File: src/rtl/sprite_palette_bank.sv
// sprite_palette_bank
//   Runtime-writable, multi-bank colour palette. A (bank, index) pair is
//   mapped to RGB through a 2-stage registered pipeline. The result carries
//   an opacity flag. A host port loads entries. A clear FSM zeroes every
//   entry after reset and again whenever clr_start_i is pulsed.
//
//   Optional feature macro: PALETTE_FLASH_EN
//     When defined, it adds flash_i. A flashed pixel is output as all-ones RGB.
//
// Ports
//   Clk, Reset_n                 clock, synchronous active-low reset
//   px_valid_i/bank_i/index_i    lookup request
//   px_valid_o, red/green/blue   lookup result, 2 cycles after request
//   px_opaque_o                  result index differs from TRANS_IDX
//   wr_en_i/bank_i/index_i/data_i  entry write, data packed {R,G,B}
//   clr_start_i, clr_busy_o      clear request / clear in progress
//   flash_i                      (PALETTE_FLASH_EN only) force white
module sprite_palette_bank #(
  parameter int CHAN_W    = 4,
  parameter int INDEX_W   = 4,
  parameter int NUM_BANKS = 4,
  parameter int BANK_W    = $clog2(NUM_BANKS),
  parameter int TRANS_IDX = 0
) (
  input  logic                  Clk,
  input  logic                  Reset_n,
  input  logic                  px_valid_i,
  input  logic [BANK_W-1:0]     px_bank_i,
  input  logic [INDEX_W-1:0]    px_index_i,
`ifdef PALETTE_FLASH_EN
  input  logic                  flash_i,
`endif
  output logic                  px_valid_o,
  output logic [CHAN_W-1:0]     red,
  output logic [CHAN_W-1:0]     green,
  output logic [CHAN_W-1:0]     blue,
  output logic                  px_opaque_o,
  input  logic                  wr_en_i,
  input  logic [BANK_W-1:0]     wr_bank_i,
  input  logic [INDEX_W-1:0]    wr_index_i,
  input  logic [3*CHAN_W-1:0]   wr_data_i,
  input  logic                  clr_start_i,
  output logic                  clr_busy_o
);

  localparam int RGB_W  = 3 * CHAN_W;
  localparam int ADDR_W = BANK_W + INDEX_W;
  localparam int DEPTH  = 1 << ADDR_W;
  localparam int CNT_W  = ADDR_W + 1;

  typedef enum logic {ST_IDLE, ST_CLEAR} state_t;

  state_t            state;
  logic [CNT_W-1:0]  clr_cnt;
  logic [RGB_W-1:0]  mem [DEPTH];

  logic              vld_p1;
  logic [BANK_W-1:0] bank_p1;
  logic [INDEX_W-1:0] idx_p1;
  logic [ADDR_W-1:0] addr_p1;
  logic [ADDR_W-1:0] wr_addr;
  logic              wr_commit;
  logic [RGB_W-1:0]  rd_data;
  logic [RGB_W-1:0]  rgb_p2;
`ifdef PALETTE_FLASH_EN
  logic              flash_p1;
`endif

  // Any entry read while the palette is being cleared is reported as black,
  // including entries that the sweep has not yet reached.
  function automatic logic [RGB_W-1:0] colour_out(input logic [RGB_W-1:0] entry,
                                                   input logic clearing);
    return clearing ? '0 : entry;
  endfunction

  assign wr_addr   = {wr_bank_i, wr_index_i};
  assign addr_p1   = {bank_p1, idx_p1};
  assign wr_commit = wr_en_i && !clr_busy_o;
  // Write-first: a write that lands on the address S2 is reading wins.
  assign rd_data   = (wr_commit && (wr_addr == addr_p1)) ? wr_data_i : mem[addr_p1];

  // Clear FSM. clr_busy_o is a registered mirror of state == ST_CLEAR.
  always_ff @(posedge Clk) begin
    if (!Reset_n) begin
      state      <= ST_CLEAR;
      clr_cnt    <= '0;
      clr_busy_o <= 1'b1;
    end else begin
      case (state)
        ST_IDLE: begin
          if (clr_start_i) begin
            state      <= ST_CLEAR;
            clr_cnt    <= '0;
            clr_busy_o <= 1'b1;
          end
        end
        ST_CLEAR: begin
          if (clr_cnt == CNT_W'(DEPTH - 1)) begin
            state      <= ST_IDLE;
            clr_busy_o <= 1'b0;
          end else begin
            clr_cnt <= clr_cnt + 1'b1;
          end
        end
        default: begin
          state      <= ST_CLEAR;
          clr_cnt    <= '0;
          clr_busy_o <= 1'b1;
        end
      endcase
    end
  end

  // Palette storage. The clear sweep owns the port while busy, so host writes are dropped.
  always_ff @(posedge Clk) begin
    if (Reset_n) begin
      if (clr_busy_o)
        mem[clr_cnt[ADDR_W-1:0]] <= '0;
      else if (wr_en_i)
        mem[wr_addr] <= wr_data_i;
    end
  end

  // ---- stage 1: capture request ----
  always_ff @(posedge Clk) begin
    if (!Reset_n) begin
      vld_p1 <= 1'b0;
`ifdef PALETTE_FLASH_EN
      flash_p1 <= 1'b0;
`endif
    end else begin
      vld_p1 <= px_valid_i;
`ifdef PALETTE_FLASH_EN
      flash_p1 <= flash_i;
`endif
    end
  end

  always_ff @(posedge Clk) begin
    bank_p1 <= px_bank_i;
    idx_p1  <= px_index_i;
  end

  // ---- stage 2: palette read, colour registered ----
  always_ff @(posedge Clk) begin
    if (!Reset_n) begin
      px_valid_o  <= 1'b0;
      px_opaque_o <= 1'b0;
      rgb_p2      <= '0;
    end else begin
      px_valid_o  <= vld_p1;
      px_opaque_o <= vld_p1 && (idx_p1 != INDEX_W'(TRANS_IDX));
      if (vld_p1) begin
`ifdef PALETTE_FLASH_EN
        rgb_p2 <= flash_p1 ? '1 : colour_out(rd_data, clr_busy_o);
`else
        rgb_p2 <= colour_out(rd_data, clr_busy_o);
`endif
      end
    end
  end

  assign {red, green, blue} = rgb_p2;

endmodule

File: config.mk
export PLATFORM = sky130hd
export DESIGN_NAME = sprite_palette_bank
export DESIGN_NICKNAME = d
export VERILOG_FILES = /design/src/rtl/sprite_palette_bank.sv
export SDC_FILE = /design/constraint.sdc
export NUM_CORES = 1
export LEC_CHECK = 0
export BUFFER_PORTS_ARGS = -buffer_cell sky130_fd_sc_hd__clkbuf_2
export CAP_MARGIN = 25
export CORE_UTILIZATION = 50
export DETAILED_ROUTE_END_ITERATION = 8
export PLACE_DENSITY = 0.66
export SYNTH_ARGS = -nofsm -noshare
export SYNTH_HDL_FRONTEND = slang
export SYNTH_SLANG_ARGS = --single-unit
export TNS_END_PERCENT = 100
File: constraint.sdc
create_clock -name Clk -period 7.93 [get_ports Clk]
set_clock_uncertainty 0.05 [all_clocks]
set_input_delay 1.586 -clock Clk [delete_from_list [all_inputs] [get_ports Clk]]
set_output_delay 1.586 -clock Clk [all_outputs]
set_load 0.02 [all_outputs]
==> run metrics <==
status finished clean; fin. max-slew vios 0; CP Capture Type register; Mapped Nets 1678; layout cells sized above 1 0.224; Simple-Gate Fraction of Synth Area 0.0408; CTS sink cnt 798; grt ovf 0; Crit-path slowest cell nor2_1; Detailed Route Iter0 Violations 2156; Post-Synth Adder-Cell Area 0.000399; crit-path most repeated cell nor2_1; hold path endpoint clr_cnt[6]$_SDFFE_PN0P_; fin area 35200 um2; worst r2r src idx_p1[0]$_DFF_P_; Max Root-Sink Buffers 3; post-CTS setup repair buffer count 0; RSZ-0062 raised after global routing false; worst r2r path cells 7; clock root buffer clkbuf_16; xor/xnor cell area share of the yosys netlist 0.00195; static leakage 12.5 nW; global-route wire length before repair 113 mm; Max Cap Viol 0; number of synthesized flops with an enable pin 768; HPWL Detailed 47.7 mm; commonest non-fill, non-tap cells in the layout edfxtp_1 (768), mux4_2 (138), mux2i_1 (96); core region area 61800 um2; post-synthesis cell type count 56; DR vias/cell 6.35; relative slew slack 0.267; worst stage delay on the critical path 0.98 ns; final setup fails 0; WP data required 8.12 ns; Setup TNS 0 ns; Synth Cell Area 31400 um2; number of synthesis warnings 0; Pwr Density 247 nW/um2; Routed Antenna Nets 0; async set-or-reset flop fraction in the synthesized netlist 0; Hold Crit Depth 2; initial core utilization 0.508; most common cell after layout, fill and taps aside edfxtp_1; largest net degree at the start of global routing 100; Peak VDD IR 0.148 mV; Placed Area 32400 um2; post-synthesis register bit count 798; via count 16.6k; Cell Count, Final, Fillers Out 2623; Post-Syn Instances 1648; Fin. Hold Viols 0; Cell Rows 91; Boundary Pins 44; Placer Congestion 0.908; Clk pin slew, worst setup/hold paths 0.06 ns; Inst Count DP 2453; HP Class reg -> reg; Max Freq 209 MHz; CTS tree done; crit path kind in -> reg; critical path startpoint category input pin; # port buffers 43; DR DRC count 0; post-synthesis sequential area ratio 0.754; Critical Path Fanout Max 32; Resize count post-CTS 0; Layout Nets 1750; Global Route Usage Sum 0.252; die width 253 um; main combinational cell family by area after synthesis multiplexers; cts hold-fix bufs 0; Final Power 0.00868 W; worst path cell trace clkbuf_2 -> inv_1 -> nor2_1 -> and3_1 -> a31o_2 -> nand2_1 -> nor2_1; hold_sp clr_cnt[6]$_SDFFE_PN0P_; Die ar. 63800 um2; vias in the first global route 15.8k; Critical Path AT 4.97 ns; Post-Route WL 79.0 mm; Num CTS Buffers 77; Clk Latency, worst-skew pair 0.63 ns; Slew @ Worst Pin 1.10 ns; R2R setup slack 4.32 ns; Finished Core Util 0.570; reg2reg end rgb_p2[6]$_SDFFE_PN0P_; WL/cell 30.1 um; most common flop cell mapped by yosys edfxtp_1; multiplexer share of the synthesized area 0.140; Final period util 0.602; Synth Area in Compound Gates 0.0468; CTS HTree Levels 3; Area growth, synth to finish 12.2%; antenna violations before repair 0; Die Height 253 um; Final Critical Period 4.78 ns; syn avg cell area 19.0 um2; DR pass1 iterations 7
## stage by stage
stage                     setup slack, ns  hold WS, ns
after floorplan                      4.29        0.369
after global placement               2.78        0.382
after detailed placement             2.61        0.385
after CTS                            3.25        0.396
after global routing                 3.05        0.416
final                                3.15        0.398
## synthesized netlist by cell type, types with 28 or more instances
| cell | n | area, um2 |
|---|---|---|
| a22oi_1 | 34 | 255 |
| buf_2 | 33 | 165 |
| a21oi_1 | 44 | 220 |
| edfxtp_1 | 768 | 23100 |
| clkbuf_1 | 29 | 109 |
| mux2i_1 | 96 | 961 |
| o21ai_0 | 31 | 155 |
| nor2_1 | 86 | 323 |
| nand2_1 | 54 | 203 |
| nand3_1 | 32 | 160 |
| dfxtp_1 | 30 | 601 |
| mux2_2 | 28 | 315 |
| mux4_2 | 138 | 3110 |
## worst max-delay path: cells and delay by family
kind,cells,cell delay (ns)
compound gates,1,0.12
buf+inv,2,0.80
simple gates,4,2.42
## power breakdown
part | total (W) | internal, W | leakage [nW] | switching [W]
sequential | 0.00459 | 0.00456 | 8.31 | 0.0000295
clock | 0.00379 | 0.00223 | 1.27 | 0.00157
combinational | 0.000300 | 0.000118 | 2.89 | 0.000182
total | 0.00868 | 0.00691 | 12.5 | 0.00178
## routing by layer
layer | vias to the layer above | GRT usage | routed length (um)
met5 | - | 0 | 0
met4 | 0 | 0.0909 | 2440
met3 | 143 | 0.0522 | 8150
met2 | 1003 | 0.357 | 34600
met1 | 8619 | 0.388 | 33800
li1 | 6883 | - | -
## kinds of logic (layout without fill, tap and decap cells)
| logic type | count (synthesis) | count (layout) |
|---|---|---|
| mux | 262 | 262 |
| xor+xnor | 7 | 7 |
| compound gates | 218 | 218 |
| buf+inv | 96 | 232 |
| simple gates | 266 | 266 |
| other cells | 0 | 2 |
| fa+ha+maj | 1 | 1 |
| flops | 798 | 798 |
## how the worst max path moves through the flow
stage | startpoint | endpoint | slack, ns | depth (start not counted)
2_1_floorplan | wr_en_i | mem[32][0]$_DFFE_PP_ | 4.29 | 6
3_3_place_gp | Reset_n | mem[46][4]$_DFFE_PP_ | 2.78 | 7
3_5_place_dp | Reset_n | mem[12][10]$_DFFE_PP_ | 2.61 | 6
4_1_cts | Reset_n | mem[46][2]$_DFFE_PP_ | 3.25 | 7
5_1_grt | Reset_n | mem[34][1]$_DFFE_PP_ | 3.05 | 6
6_report | Reset_n | mem[62][4]$_DFFE_PP_ | 3.15 | 7
## cell type report
cell class / count / area, um2
timing repair buffer: 84 / 576
tap: 837 / 1050
clock inverter: 53 / 602
antenna: 2 / 5.00
inverter: 5 / 18.8
fill: 4544 / 26600
sequential: 798 / 23700
multi-input combinational: 754 / 7270
clock buffer: 90 / 2020
## flip-flops by register name, indices dropped and copies added (netlist names)
| register | cells |
|---|---|
| rgb_p2 | 12 |
| clr_busy_o | 1 |
| vld_p1 | 1 |
| px_opaque_o | 1 |
| bank_p1 | 2 |
| px_valid_o | 1 |
| idx_p1 | 4 |
| mem | 768 |
| clr_cnt | 7 |
| state | 1 |
Note: power is estimated with default switching activity, not from simulation.
